### config.mk
export PLATFORM = sky130hd
export DESIGN_NAME = prog_delay_line
export DESIGN_NICKNAME = d
export VERILOG_FILES = /design/src/rtl/prog_delay_line.sv
export SDC_FILE = /design/constraint.sdc
export NUM_CORES = 2
export LEC_CHECK = 0
export CAP_MARGIN = 20
export CORE_MARGIN = 2
export CORE_UTILIZATION = 40
export CTS_CLUSTER_DIAMETER = 200
export DETAILED_ROUTE_END_ITERATION = 7
export GPL_TIMING_DRIVEN = 0
export HOLD_SLACK_MARGIN = 0.15
export SKIP_LAST_GASP = 1
export SYNTH_ARGS = -nofsm -noshare
export SYNTH_HDL_FRONTEND = slang
export SYNTH_SLANG_ARGS = --single-unit
### constraint.sdc
create_clock -name CLK -period 3.8 [get_ports CLK]
set_input_delay 0.38 -clock CLK [delete_from_list [all_inputs] [get_ports CLK]]
set_output_delay 0.38 -clock CLK [all_outputs]
set_load 0.01 [all_outputs]
### src/rtl/prog_delay_line.sv
// Sample-enabled delay line with run-time programmable depth and priming.
// Define PRIME_ZERO_EN to emit zero-valued valid samples while priming.
module prog_delay_line #(
    parameter  int WIDTH     = 16,
    parameter  int MAX_DEPTH = 128,
    parameter  int DEF_DLY   = 120,
    localparam int DW        = $clog2(MAX_DEPTH + 1)
) (
    input  logic             CLK,
    input  logic             RST_N,
    input  logic [WIDTH-1:0] Xin,
    input  logic             Vin,
    input  logic [DW-1:0]    DLY,
    output logic [WIDTH-1:0] Xout,
    output logic             Vout,
    output logic             Prim
);

    localparam int AW = (MAX_DEPTH > 1) ? $clog2(MAX_DEPTH) : 1;
    localparam int PW = DW + 1;
    localparam logic [DW-1:0] MAXD = DW'(MAX_DEPTH);
    localparam logic [DW-1:0] DEFD = DW'(DEF_DLY);

    logic [WIDTH-1:0] mem_q [MAX_DEPTH];

    logic [AW-1:0]    wptr_q, wptr_d, raddr;
    logic [DW-1:0]    cnt_q, cnt_d;
    logic [DW-1:0]    dly_q, dly_d;
    logic [DW-1:0]    eff;
    logic [WIDTH-1:0] xout_q, xout_d;
    logic             vout_q, vout_d;
    logic             prim_q, prim_d;
    logic [PW-1:0]    rsum;
    logic             upd;

    always_comb begin
        if (DLY == '0) begin
            eff = DW'(1);
        end else if (DLY > MAXD) begin
            eff = MAXD;
        end else begin
            eff = DLY;
        end
    end

    // Explicit modulo so MAX_DEPTH need not be a power of two
    always_comb begin
        rsum = PW'(wptr_q) + PW'(MAX_DEPTH) - PW'(dly_q);
        if (rsum >= PW'(MAX_DEPTH)) begin
            raddr = AW'(rsum - PW'(MAX_DEPTH));
        end else begin
            raddr = AW'(rsum);
        end
    end

    always_comb begin
        upd    = (eff != dly_q);
        wptr_d = wptr_q;
        dly_d  = dly_q;
        cnt_d  = cnt_q;
        xout_d = xout_q;
        vout_d = 1'b0;
        prim_d = (cnt_q == dly_q);
        if (Vin) begin
            if (wptr_q == AW'(MAX_DEPTH - 1)) begin
                wptr_d = '0;
            end else begin
                wptr_d = wptr_q + AW'(1);
            end
        end
        if (upd) begin
            dly_d = eff;
            cnt_d = '0;
        end else if (Vin) begin
            if (cnt_q == dly_q) begin
                xout_d = mem_q[raddr];
                vout_d = 1'b1;
            end else begin
                cnt_d = cnt_q + DW'(1);
`ifdef PRIME_ZERO_EN
                xout_d = '0;
                vout_d = 1'b1;
`else
                vout_d = 1'b0;
`endif
            end
        end
    end

    always_ff @(posedge CLK or negedge RST_N) begin
        if (!RST_N) begin
            wptr_q <= '0;
            cnt_q  <= '0;
            dly_q  <= DEFD;
            xout_q <= '0;
            vout_q <= 1'b0;
            prim_q <= 1'b0;
        end else begin
            wptr_q <= wptr_d;
            cnt_q  <= cnt_d;
            dly_q  <= dly_d;
            xout_q <= xout_d;
            vout_q <= vout_d;
            prim_q <= prim_d;
        end
    end

    // Storage is deliberately not reset; cnt gating keeps stale data hidden
    always_ff @(posedge CLK) begin
        if (Vin) begin
            mem_q[wptr_q] <= Xin;
        end
    end

    assign Xout = xout_q;
    assign Vout = vout_q;
    assign Prim = prim_q;

endmodule

==> flow_summary.rst <==
.. list-table::
   :header-rows: 1

   * - Metric
     - Value
   * - Row count
     - 164
   * - Depth of the worst hold-timing path
     - 1
   * - Crit path DAT
     - 4540 ps
   * - Headroom to the max-slew limit
     - 38.28%
   * - CP Data Required Time
     - 4500 ps
   * - Vias in the first global route
     - 40880
   * - Final Hold Vio Count
     - 0
   * - CP bufs+invs
     - 7
   * - Total design power
     - 69.98 mW
   * - Period utilization
     - 101.1%
   * - Failing checks
     - negative setup slack
   * - Master of the slowest instance on the critical path
     - sky130_fd_sc_hd__fa_2
   * - Family of cells with the greatest summed delay on the critical path
     - buffers and inverters
   * - Worst Path Max Fanout
     - 10
   * - Gr ovfl total
     - 0
   * - Most common cell after layout, fill and taps aside
     - sky130_fd_sc_hd__edfxtp_1
   * - First-pass DRT Iterations
     - 7
   * - Antenna violations before repair
     - 7
   * - P&R area growth vs syn
     - 19.02%
   * - WP depth
     - 14
   * - Number of flops mapped to enable cells by yosys
     - 2048
   * - Hold Crit Class
     - in2reg
   * - Clock buffers created by TritonCTS
     - 209
   * - Clock edge transition at the registers on the reported setup and hold paths
     - 60 ps
   * - Wire length of the first global-routing pass
     - 328.6 mm
   * - Core area
     - 0.2003 sq mm
   * - Area share of the largest cell type after synthesis
     - 76.12%
   * - Outcome
     - finished, violations left
   * - Worst-case vdd ir drop
     - 648.9 uV
   * - Combined area of all synthesized cells
     - 0.08079 sq mm
   * - CP Capture Point
     - Xout[4]
   * - Final-report max-slew violation count
     - 0
   * - Dpl ws
     - -2088 ps
   * - Horizontal extent of the die
     - 453.4 um
   * - Remaining antenna violation count after routing
     - 0
   * - Synthesized netlist cell count
     - 3613
   * - Synth Area per Inst
     - 22.36 sq um
   * - Fin crit period
     - 3840 ps
   * - GRT Resource Usage Total
     - 23.30%
   * - Kind of critical path
     - reg2reg
   * - Proportion of register bits with asynchronous set or reset after synthesis
     - 1.963%
   * - Total instance count after detailed placement
     - 6477
   * - Slack of the worst reg-to-reg path
     - -40 ps
   * - Primary FF master, synth
     - sky130_fd_sc_hd__edfxtp_1
   * - TritonCTS clock tree
     - yes
   * - I/O pin cnt
     - 45
   * - Detailed-route DRC error count
     - 0
   * - Pwr/cell area
     - 727.8 mW/mm^2
   * - Final wirelength
     - 239.3 mm
   * - Overall die area
     - 0.2056 sq mm
   * - Starting density of the core
     - 40.34%
   * - Vias per cell
     - 6.013
   * - Synth area leader
     - sky130_fd_sc_hd__edfxtp_1
   * - Final count of negative-setup-slack endpoints
     - 5
   * - Vias post-DR
     - 41410
   * - Clock Tree Root
     - sky130_fd_sc_hd__clkbuf_16
   * - Setup slack of the critical path after layout
     - -40.27 ps
   * - Commonest non-fill, non-tap cells in the layout
     - sky130_fd_sc_hd__edfxtp_1 (2048), sky130_fd_sc_hd__mux4_2 (590), sky130_fd_sc_hd__clkbuf_16 (217)
   * - Clock Latency Late Sink
     - 860 ps
   * - DRT iter0 DRCs
     - 6461
   * - Clock net sink count
     - 2089
   * - Kind of start point of the critical path
     - flip-flop
   * - Portion of the post-synthesis area used by sequential elements
     - 77.39%
   * - Worst r2r src
     - wptr_q[0]
   * - Most area-consuming cells after synthesis
     - sky130_fd_sc_hd__edfxtp_1 (76%), sky130_fd_sc_hd__mux4_2 (16%), sky130_fd_sc_hd__dfrtp_1 (1.1%)
   * - Largest net degree at the start of global routing
     - 97
   * - Final HPWL from detailed placement
     - 164.7 mm
   * - Clock tree skew after final layout
     - 53.92 ps
   * - Yosys warning count
     - 0
   * - Endpoint of the worst register-to-register path
     - Xout[4]
   * - Unique masters post-synth
     - 52
   * - Post-Syn Nets
     - 3649
   * - Count of H-tree levels built during CTS
     - 4
   * - Net count of the finished layout
     - 4104
   * - Fillcell total
     - 16210
   * - CTS max path bufs
     - 3
   * - First element of the critical path
     - wptr_q[0]
   * - Count of buffers inserted at the top-level ports
     - 43
   * - Cells along the critical path
     - inv_1 > ha_1 > fa_2 > buf_6 > buf_8 > buf_6 > clkbuf_2 > buf_8 > mux4_2 > mux2i_2 > o22ai_1 > o31ai_2 > buf_4 > o41ai_1
   * - Floorplan die height
     - 453.4 um
   * - Tightest Pin Transition
     - 924.8 ps
   * - Number of storage elements in the synthesis netlist
     - 2089
   * - Count of placed standard cells in the final layout, fillers left out
     - 6887
   * - Max Cap Violations
     - 0
   * - Endpoint kind of the worst setup timing path
     - flip-flop
   * - Fraction of layout cells with a size suffix above 1
     - 34.17%
   * - Number of cells on the worst reg-to-reg path
     - 14
   * - Final RePlAce weighted congestion
     - 0.9659
   * - Maximum clock frequency
     - 260.4 MHz
   * - Unrepaired setup endpoints after global routing
     - true
   * - Detail-routed net length per standard cell
     - 34.75 um
   * - Final cell utilization of the core
     - 48.02%
   * - Static leakage
     - 30.20 nW
   * - Max stage delay on crit path
     - 540 ps
## worst reg2reg max path: stages (launching register included)
cell and delay (ps):
sky130_fd_sc_hd__dfrtp_2 370, sky130_fd_sc_hd__inv_1 120, sky130_fd_sc_hd__ha_1 260, sky130_fd_sc_hd__fa_2 540, sky130_fd_sc_hd__buf_6 170, sky130_fd_sc_hd__buf_8 230
sky130_fd_sc_hd__buf_6 210, sky130_fd_sc_hd__clkbuf_2 230, sky130_fd_sc_hd__buf_8 200, sky130_fd_sc_hd__mux4_2 350, sky130_fd_sc_hd__mux2i_2 220, sky130_fd_sc_hd__o22ai_1 160
sky130_fd_sc_hd__o31ai_2 310, sky130_fd_sc_hd__buf_4 240, sky130_fd_sc_hd__o41ai_1 90
## sequential cells by signal (all words and copies together), names as in the netlist
name    cells
mem_q    2048
Vout        1
dly_q       8
Xout       16
Prim        1
cnt_q       8
wptr_q      7
## through the flow
| stage | area [sq um] | TNS [ps] | hold WS (ps) |
|---|---|---|---|
| floorplan | 80790 | 0 | 84.41 |
| global placement | 84550 | -3118370 | 546.0 |
| detailed placement | 87880 | -26040 | 340.0 |
| CTS | 95950 | 0 | 150.4 |
| global route | 96160 | -184.5 | 198.9 |
| finish | 96160 | -113.2 | 207.5 |
## cell usage after synthesis, types with 28 or more instances
library cell               count
sky130_fd_sc_hd__o22ai_1      28
sky130_fd_sc_hd__nand2_1     185
sky130_fd_sc_hd__mux4_2      590
sky130_fd_sc_hd__buf_2        75
sky130_fd_sc_hd__mux2i_1      43
sky130_fd_sc_hd__nand3_1      97
sky130_fd_sc_hd__nor2_1      169
sky130_fd_sc_hd__buf_4        38
sky130_fd_sc_hd__clkbuf_1     56
sky130_fd_sc_hd__dfrtp_1      37
sky130_fd_sc_hd__a21oi_1      29
sky130_fd_sc_hd__edfxtp_1   2048
## where the power goes
group	leakage, nW	switching, mW	internal [mW]
clock	3.18	8.67	11.4
combinational	8.07	15.3	8.75
sequential	18.9	0.134	25.7
total	30.2	24.1	45.8
## area by class of cell
cell class	instances	area (sq um)	area share, %
antenna	2	5.005	0.005205
multi-input combinational	1320	18120	18.84
clock buffer	280	5643	5.868
buffer	192	1740	1.810
tap	2656	3323	3.456
sequential	2089	62540	65.03
clock inverter	92	919.6	0.9563
timing repair buffer	247	3842	3.996
inverter	9	33.78	0.03513
## routing by layer
layer / up-vias / share of wire, % / GRT usage (%)
met4: 2 / 4.5 / 9.712
met1: 22420 / 39 / 32.10
met2: 2433 / 46 / 35.57
li1: 16160 / - / -
met5: - / 0.0054 / 0
met3: 400 / 11 / 5.795
## cell families (layout without fill, tap and decap cells)
group	count (synthesis)	after routing	share of synthesized area (%)
AOI/OAI and AO/OA	130	130	1.081
muxes	633	633	16.98
other	0	2	0
buffers and inverters	204	820	1.268
adders and majority gates	9	9	0.1487
and+or+nand+nor	518	518	2.780
xor gates and xnor gates	30	30	0.3484
DFF	2089	2089	77.39
## worst min path at each step
stage,from,to,slack (ps)
finish,Xin[9],mem_q[62][9],210
global route,Xin[9],mem_q[62][9],200
CTS,Xin[9],mem_q[61][9],150
detailed placement,RST_N,cnt_q[0],340
global placement,cnt_q[7],cnt_q[7],550
floorplan,RST_N,Prim,80
## repair_timing
action,in CTS,in global routing
resized for setup,354,41
hold buffers,21,0
cloned,0,0
endpoints found under the hold margin,583,0
endpoints found under the setup margin,16,16
buffers inserted,12,2
pin swaps,5,3
Power figures use the tool's default switching activity.
